<file path="src/rtl/move_link_receiver.sv">
// Receive side of the inter-board Connect Four link: synchronizes the remote clock/data lines,
// shifts in a column code MSB first and emits a validated one-hot column strobe.
module move_link_receiver #(
  parameter int unsigned BITS           = 3,
  parameter int unsigned COLS           = 7,
  parameter int unsigned TIMEOUT_CYCLES = 200000
) (
  input  logic            clk,
  input  logic            reset,
  input  logic            clk_in,
  input  logic            bit_in,
  input  logic            enable,
  output logic [COLS-1:0] column_select,
  output logic [COLS-1:0] constant_col_sel,
  output logic            move_valid,
  output logic            frame_error,
  output logic            busy
);

  localparam int unsigned CntW = $clog2(BITS + 1);
  localparam int unsigned ToW  = $clog2(TIMEOUT_CYCLES + 1);
  localparam logic [CntW-1:0] CntFull = CntW'(BITS);
  localparam logic [ToW-1:0]  ToMax   = ToW'(TIMEOUT_CYCLES);

  typedef enum logic [1:0] {StIdle, StShift, StCheck} state_e;

  state_e            state_q, state_d;
  logic [BITS-1:0]   shift_q, shift_d;
  logic [CntW-1:0]   cnt_q, cnt_d;
  logic [ToW-1:0]    to_q, to_d;
  logic [COLS-1:0]   const_q, const_d;

  logic clk_s1_q, clk_s2_q, clk_prev_q;
  logic bit_s1_q, bit_s2_q;
  logic link_edge;

  logic [BITS:0]     shift_ext;
  logic [BITS-1:0]   shift_next;
  logic              code_legal;
  logic [COLS-1:0]   code_onehot;

  assign link_edge   = clk_s2_q & ~clk_prev_q;
  assign shift_ext   = {shift_q, bit_s2_q};
  assign shift_next  = shift_ext[BITS-1:0];
  assign code_legal  = 32'(shift_q) < COLS;
  assign code_onehot = COLS'(1) << shift_q;

  assign constant_col_sel = const_q;

  // Strobes decode the registered CHECK state so they land the cycle after the final edge.
  always_comb begin
    state_d       = state_q;
    shift_d       = shift_q;
    cnt_d         = cnt_q;
    to_d          = to_q;
    const_d       = const_q;
    move_valid    = 1'b0;
    frame_error   = 1'b0;
    column_select = '0;
    busy          = 1'b0;

    unique case (state_q)
      StIdle: begin
        if (link_edge) begin
          shift_d = shift_next;
          cnt_d   = CntW'(1);
          to_d    = '0;
          state_d = (BITS == 1) ? StCheck : StShift;
        end
      end

      StShift: begin
        busy = 1'b1;
        if (link_edge) begin
          shift_d = shift_next;
          cnt_d   = cnt_q + CntW'(1);
          to_d    = '0;
          if (cnt_d == CntFull) state_d = StCheck;
        end else begin
          if (to_q != ToMax) to_d = to_q + ToW'(1);
          if (to_d == ToMax) begin
            frame_error = 1'b1;
            shift_d     = '0;
            cnt_d       = '0;
            to_d        = '0;
            state_d     = StIdle;
          end
        end
      end

      StCheck: begin
        busy = 1'b1;
        if (code_legal && enable) begin
          move_valid    = 1'b1;
          column_select = code_onehot;
          const_d       = code_onehot;
        end else begin
          frame_error = 1'b1;
        end
        shift_d = '0;
        cnt_d   = '0;
        to_d    = '0;
        state_d = StIdle;
      end

      default: state_d = StIdle;
    endcase
  end

  always_ff @(posedge clk) begin
    if (reset) begin
      state_q    <= StIdle;
      shift_q    <= '0;
      cnt_q      <= '0;
      to_q       <= '0;
      const_q    <= '0;
      clk_s1_q   <= 1'b0;
      clk_s2_q   <= 1'b0;
      clk_prev_q <= 1'b0;
      bit_s1_q   <= 1'b0;
      bit_s2_q   <= 1'b0;
    end else begin
      state_q    <= state_d;
      shift_q    <= shift_d;
      cnt_q      <= cnt_d;
      to_q       <= to_d;
      const_q    <= const_d;
      clk_s1_q   <= clk_in;
      clk_s2_q   <= clk_s1_q;
      clk_prev_q <= clk_s2_q;
      bit_s1_q   <= bit_in;
      bit_s2_q   <= bit_s1_q;
    end
  end

endmodule

</file>
<file path="config.mk">
export PLATFORM = sky130hd
export DESIGN_NAME = move_link_receiver
export DESIGN_NICKNAME = d
export VERILOG_FILES = /design/src/rtl/move_link_receiver.sv
export SDC_FILE = /design/constraint.sdc
export NUM_CORES = 1
export LEC_CHECK = 0
export BUFFER_PORTS_ARGS = -buffer_cell sky130_fd_sc_hd__buf_2
export CAP_MARGIN = 20
export CORE_MARGIN = 2
export CORE_UTILIZATION = 52
export CTS_CLUSTER_DIAMETER = 30
export DETAILED_ROUTE_END_ITERATION = 8
export PLACE_DENSITY = 0.71
export RECOVER_POWER = 50
export SLEW_MARGIN = 20
export SYNTH_ARGS = -nofsm -noshare
export SYNTH_HDL_FRONTEND = slang
export SYNTH_SLANG_ARGS = --single-unit
</file>
<file path="constraint.sdc">
create_clock -name clk -period 3.5 [get_ports clk]
set_input_delay 0.175 -clock clk [delete_from_list [all_inputs] [get_ports clk]]
set_output_delay 0.175 -clock clk [all_outputs]
set_load 0.01 [all_outputs]
</file>
Word level (Yosys, flattened, before mapping)
Index checks and enable logic that the tools add are counted.
{ "totals": {"regBits": 37, "inputBits": 5, "output_inout_bits": 17, "wordCells": 59} }
{ "op_classes": {"addsub": 2, "n_lt_le_gt_ge": 1, "eq_ne": 8, "shift": 1, "muxes": 27, "bitwise_logic": 2, "n_reduce_logical": 8} }
{ "op_table": {"columns": ["op", "n"], "rows": [
  ["18-bit 2-to-1 mux", 6],
  ["18-bit one-hot mux with 3 select lines", 1],
  ["18-bit by 1-bit adder with 18-bit output, second input constant", 1],
  ["18-bit == test, second input constant", 1],
  ["18-bit inequality test, second input constant", 1],
  ["7-bit 2-to-1 mux", 2],
  ["2-bit 2-to-1 mux", 5],
  ["3-bit 2-to-1 mux", 3],
  ["3-bit one-hot mux with 3 select lines", 1],
  ["1-bit by 3-bit left shift with 7-bit output, first input constant", 1],
  ["1-bit 2-to-1 mux", 6],
  ["3-bit inequality test, second input constant", 2],
  ["2-bit one-hot mux with 3 select lines", 1],
  ["3-bit AND reduction", 2],
  ["2-bit == test, second input constant", 2],
  ["2-bit one-hot mux with 2 select lines", 1],
  ["2-bit AND reduction", 2],
  ["3-bit less-than comparator, second input constant", 1],
  ["3-bit nonzero test", 1],
  ["2-bit by 1-bit adder with 2-bit output, second input constant", 1],
  ["2-bit by 1-bit == test with 1-bit output, second input constant", 1],
  ["2-bit zero test", 1],
  ["2-bit inequality test, second input constant", 1],
  ["1-bit one-hot mux with 2 select lines", 1],
  ["4 further kinds", 4]
]} }

Longest topological paths before layout
{ "depth": {"word_depth": 8, "mapped_depth": 10, "ltp_nobuf": 8} }

Least setup slack after synthesis
No wires, ideal clock.
{ "synth_path": {"kind": "reg-to-reg", "start": "register to_q[6]", "end": "register shift_q[2]", "setup_time_ns": 0.121, "t_arrival_ns": 2.272, "required_time_ns": 3.379, "path_slack_ns": 1.107, "stages_incl_launch_ff": 9, "path_buffers": 1, "synth_period_minus_slack_ns": 2.393, "path_cell_list": "dfxtp_1 -> buf_4 -> nand4_4 -> nor4_4 -> xor2_1 -> nor4_4 -> nand4b_4 -> a21oi_4 -> mux2_4"} }
{ "synth_between": {"elab_chain_len": 7, "elab_cells_between_ends": 8, "classes_between": "1 x add/sub; 3 x eq/ne; 3 x mux; 1 x reduce/logical"} }
{ "synth_rtl": {"columns": ["item", "line", "text"], "rows": [
  ["from (decl)", "30", "logic [ToW-1:0] to_q, to_d;"],
  ["from (signal assigned)", "126", "to_q <= to_d;"],
  ["18-bit by 1-bit adder with 18-bit output / 18-bit inequality test (equally long branches)", "80", "if (to_q != ToMax) to_d = to_q + ToW'(1);"],
  ["18-bit 2-to-1 mux *", "80", null],
  ["18-bit 2-to-1 mux *", "74", "if (link_edge) begin"],
  ["18-bit 2-to-1 mux *", "62", "unique case (state_q)"],
  ["18-bit == test *", "81", "if (to_d == ToMax) begin"],
  ["3-bit inequality test (no line) *", null, null],
  ["3-bit AND reduction (no line) *", null, null],
  ["to (signal assigned)", "124", "shift_q <= shift_d;"],
  ["to (decl)", "28", "logic [BITS-1:0] shift_q, shift_d;"]
]} }
Every way passes the cells marked *; elsewhere a longest branch is shown, timed or not. The select of a mux whose other input is x is not followed.
A chain may end at the register's enable or synchronous reset.

Final worst setup path
{ "layout_path": {"start": "register to_q[4]", "end": "output port frame_error"} }
{ "layout_between": {"elab_chain_len": 8, "elab_cells_between_ends": 9, "classes_between": "1 x add/sub; 2 x eq/ne; 6 x mux"} }
{ "layout_rtl": {"columns": ["item", "line", "text"], "rows": [
  ["18-bit by 1-bit adder with 18-bit output / 18-bit inequality test (equally long branches)", "80", null],
  ["18-bit 2-to-1 mux *", "80", null],
  ["18-bit 2-to-1 mux *", "74", null],
  ["18-bit 2-to-1 mux *", "62", null],
  ["18-bit == test *", "81", null],
  ["1-bit 2-to-1 mux *", "81", null],
  ["1-bit 2-to-1 mux *", "74", null],
  ["1-bit one-hot mux with 2 select lines *", "62", null],
  ["to (decl)", "16", "output logic frame_error,"]
]} }
Marks and branches as above.

==> run metrics <==
Power Density 349 nW/µm²; Placer Congestion 0.894; CTS tree done; CTS Hold Bufs 0; failing checks max-capacitance violations, max-slew violations; clock slew at reported path FFs 0.07 ns; sw frac 23.5%; post-synthesis register bit count 37; total wire length 4.88 mm; DRC Markers 0; Detail Route Antenna Nets 0; EDFF count, synth 0; Int Pwr 651 µW; status complete, but fails checks; Bufs on Longest Clock Path 2; FMAX 337 MHz; Placement Rows 24; Worst Setup End Kind output pin; DR pass1 iterations 5; Final period util 84.8%; Critical Path RT 3.32 ns; Startpoint Class register; # resized after CTS 0; most common cell after layout, fill and taps aside dfxtp_1; syn nets 292; first-pass GRT wire length 8.46 mm; Post-Synthesis Cells 280; layout cells sized above 1 11.3%; number of global-route vias before repair 1801; clk_skew 0.00318 ns; final number of setup-violating endpoints 0; Clock power frac 42.8%; Crit Path Class register to output pin; post-synth cell types 56; PortBufs 21; post-CTS setup buffers 0; Via density 5.75; layout net count 303; share of flip-flops with an asynchronous set or reset 0%; initial antenna violation count 0; Arr. time, crit path 2.79 ns; switching power 200 µW; Yosys warnings 0; Area after DPL 2350 µm²; largest net degree at the start of global routing 34; count of max-cap constraint violations 1; DR WL/cell 14.2 µm; min-delay worst type input pin to register; slew at the pin closest to its max-slew limit 1.62 ns; core area 4260 µm²; CTS H-tree depth 2; syn avg cell area 8.11 µm²; Inserted Clock Buffers 5; fin area 2440 µm²; Max FO, Critical Path 12; VDD IR-drop max 0.000180 V; Layout area overhead 7.55%; Die W 70.1 µm; io pins 22; sequential-to-total area share from yosys stat 32.6%; ys flop type dfxtp_1; Overflow after GRT 0; clk_lat worst skew 0.30 ns; Worst slew margin -8.25%; Die H 70.1 µm; Max Slew Vio Count 34; sequential share of power 50.4%; HPWL after DPL 3.47 mm; TNS Setup 0 ns; Tot GR Track Use 21.5%; Gate power share 6.8%; Iteration-0 DRC Markers 100; die area 4910 µm²; min cycle time layout 2.97 ns; static leakage 0.000836 µW; initial core utilization 53.2%; Vias 1972; n_diodes 0; setup slack after layout 0.532 ns; most frequent cells in the layout 37 x dfxtp_1, 33 x nand2_1, 27 x a21oi_1; Fin. Hold Viols 0; dpl ws 0.727 ns; Post-Syn Area 2270 µm²; RSZ-0062 raised after global routing no; CTS sink cnt 37; root buffer cell clkbuf_8
-- critical path, stage by stage, from the launching register on --
cell       delay, ns
dfxtp_1         0.56
nand4_4         0.21
nor4_4          0.50
xor2_1          0.18
nor4_4          0.37
nand4b_4        0.25
a2bb2oi_1       0.19
nor2_1          0.08
buf_2           0.13
-- metrics by stage --
step / cells / utilization [%] / total power [µW] / hold WS, ns
floorplan: 280 / - / 482 / 0.303
global placement: 336 / 55.2 / 497 / 0.386
detailed placement: 336 / 55.2 / 497 / 0.387
CTS: 343 / 57.7 / 860 / 0.0784
global route: 343 / 57.2 / 883 / 0.0933
finish: 343 / 57.2 / 852 / 0.0816
-- metal layers --
layer	vias up	global-route usage (%)	routed length (µm)
met2	27	33.0	2190
li1	1033	-	-
met3	7	4.91	186
met5	-	0	0
met4	0	8.33	77
met1	905	29.4	2430
-- Yosys cell counts (2+ instances only) --
cell type / n / area share (%)
nor4b_1: 2 / 0.77
and4_1: 2 / 0.77
buf_2: 5 / 1.1
nand3_1: 14 / 3.1
nor4_1: 13 / 3.6
mux2_2: 2 / 0.99
o21ai_1: 10 / 2.2
buf_4: 5 / 1.7
nor4_4: 2 / 1.9
nor2_1: 22 / 3.6
nand2_1: 33 / 5.5
xnor2_1: 2 / 0.77
nand4_1: 5 / 1.4
xor2_1: 3 / 1.2
a22oi_1: 3 / 0.99
ha_1: 7 / 3.9
a41oi_1: 2 / 0.77
clkbuf_1: 8 / 1.3
nand2b_1: 9 / 2.5
o2bb2ai_1: 2 / 0.77
inv_1: 11 / 1.8
a21oi_1: 27 / 6.0
nor2b_1: 8 / 2.2
nand3_2: 2 / 0.88
mux2i_1: 2 / 0.88
o22ai_1: 2 / 0.55
o21ai_0: 6 / 1.3
nor3_1: 7 / 1.5
dfxtp_1: 37 / 33
-- registers in the layout, indices dropped and copies added (netlist names) --
register          count
to_q                 18
constant_col_sel      7
shift_q               3
cnt_q                 2
state_q               2
bit_s1_q              1
bit_s2_q              1
clk_prev_q            1
clk_s1_q              1
clk_s2_q              1
-- kinds of logic (layout without fill, tap and decap cells) --
kind of cell | Yosys count | count (layout) | synth area share, %
AOI/OAI and AO/OA | 67 | 67 | 20.0
xor gates and xnor gates | 5 | 5 | 1.93
adders and majority gates | 7 | 7 | 3.86
buffers and inverters | 30 | 41 | 6.06
DFF | 37 | 37 | 32.6
muxes | 5 | 5 | 2.54
and+or+nand+nor | 129 | 129 | 33.0
-- area by class of cell --
| cell class | count | area (µm²) |
|---|---|---|
| multi-input cells | 213 | 1390 |
| clock buffers | 5 | 68.8 |
| clock inverters | 2 | 35.0 |
| fillers | 423 | 1820 |
| flip-flops and latches | 37 | 741 |
| repair buffers | 22 | 95.1 |
| inverters | 12 | 45.0 |
| well taps | 52 | 65.1 |
-- final timing paths --
path                         from                 endpoint  slack (ns)  depth (start not counted)
max          to_q[4]$_SDFFE_PP0P_              frame_error        0.53                          8
min                        bit_in      bit_s1_q$_SDFF_PP0_        0.08                          2
max reg2reg  to_q[4]$_SDFFE_PP0P_  shift_q[2]$_SDFFE_PP0P_        0.71                          7
min reg2reg   clk_s1_q$_SDFF_PP0_      clk_s2_q$_SDFF_PP0_        0.44                          1
-- power groups by stage --
| stage | sequential (µW) | combinational (µW) | clock, µW |
|---|---|---|---|
| after CTS | 429 | 58.1 | 373 |
| final | 429 | 57.7 | 365 |
| after global routing | 430 | 64.1 | 389 |
| after detailed placement | 439 | 58.2 | 0 |
| after floorplan | 438 | 43.8 | 0 |
| after global placement | 439 | 58.0 | 0 |
Note: power is estimated with default switching activity, not from simulation.
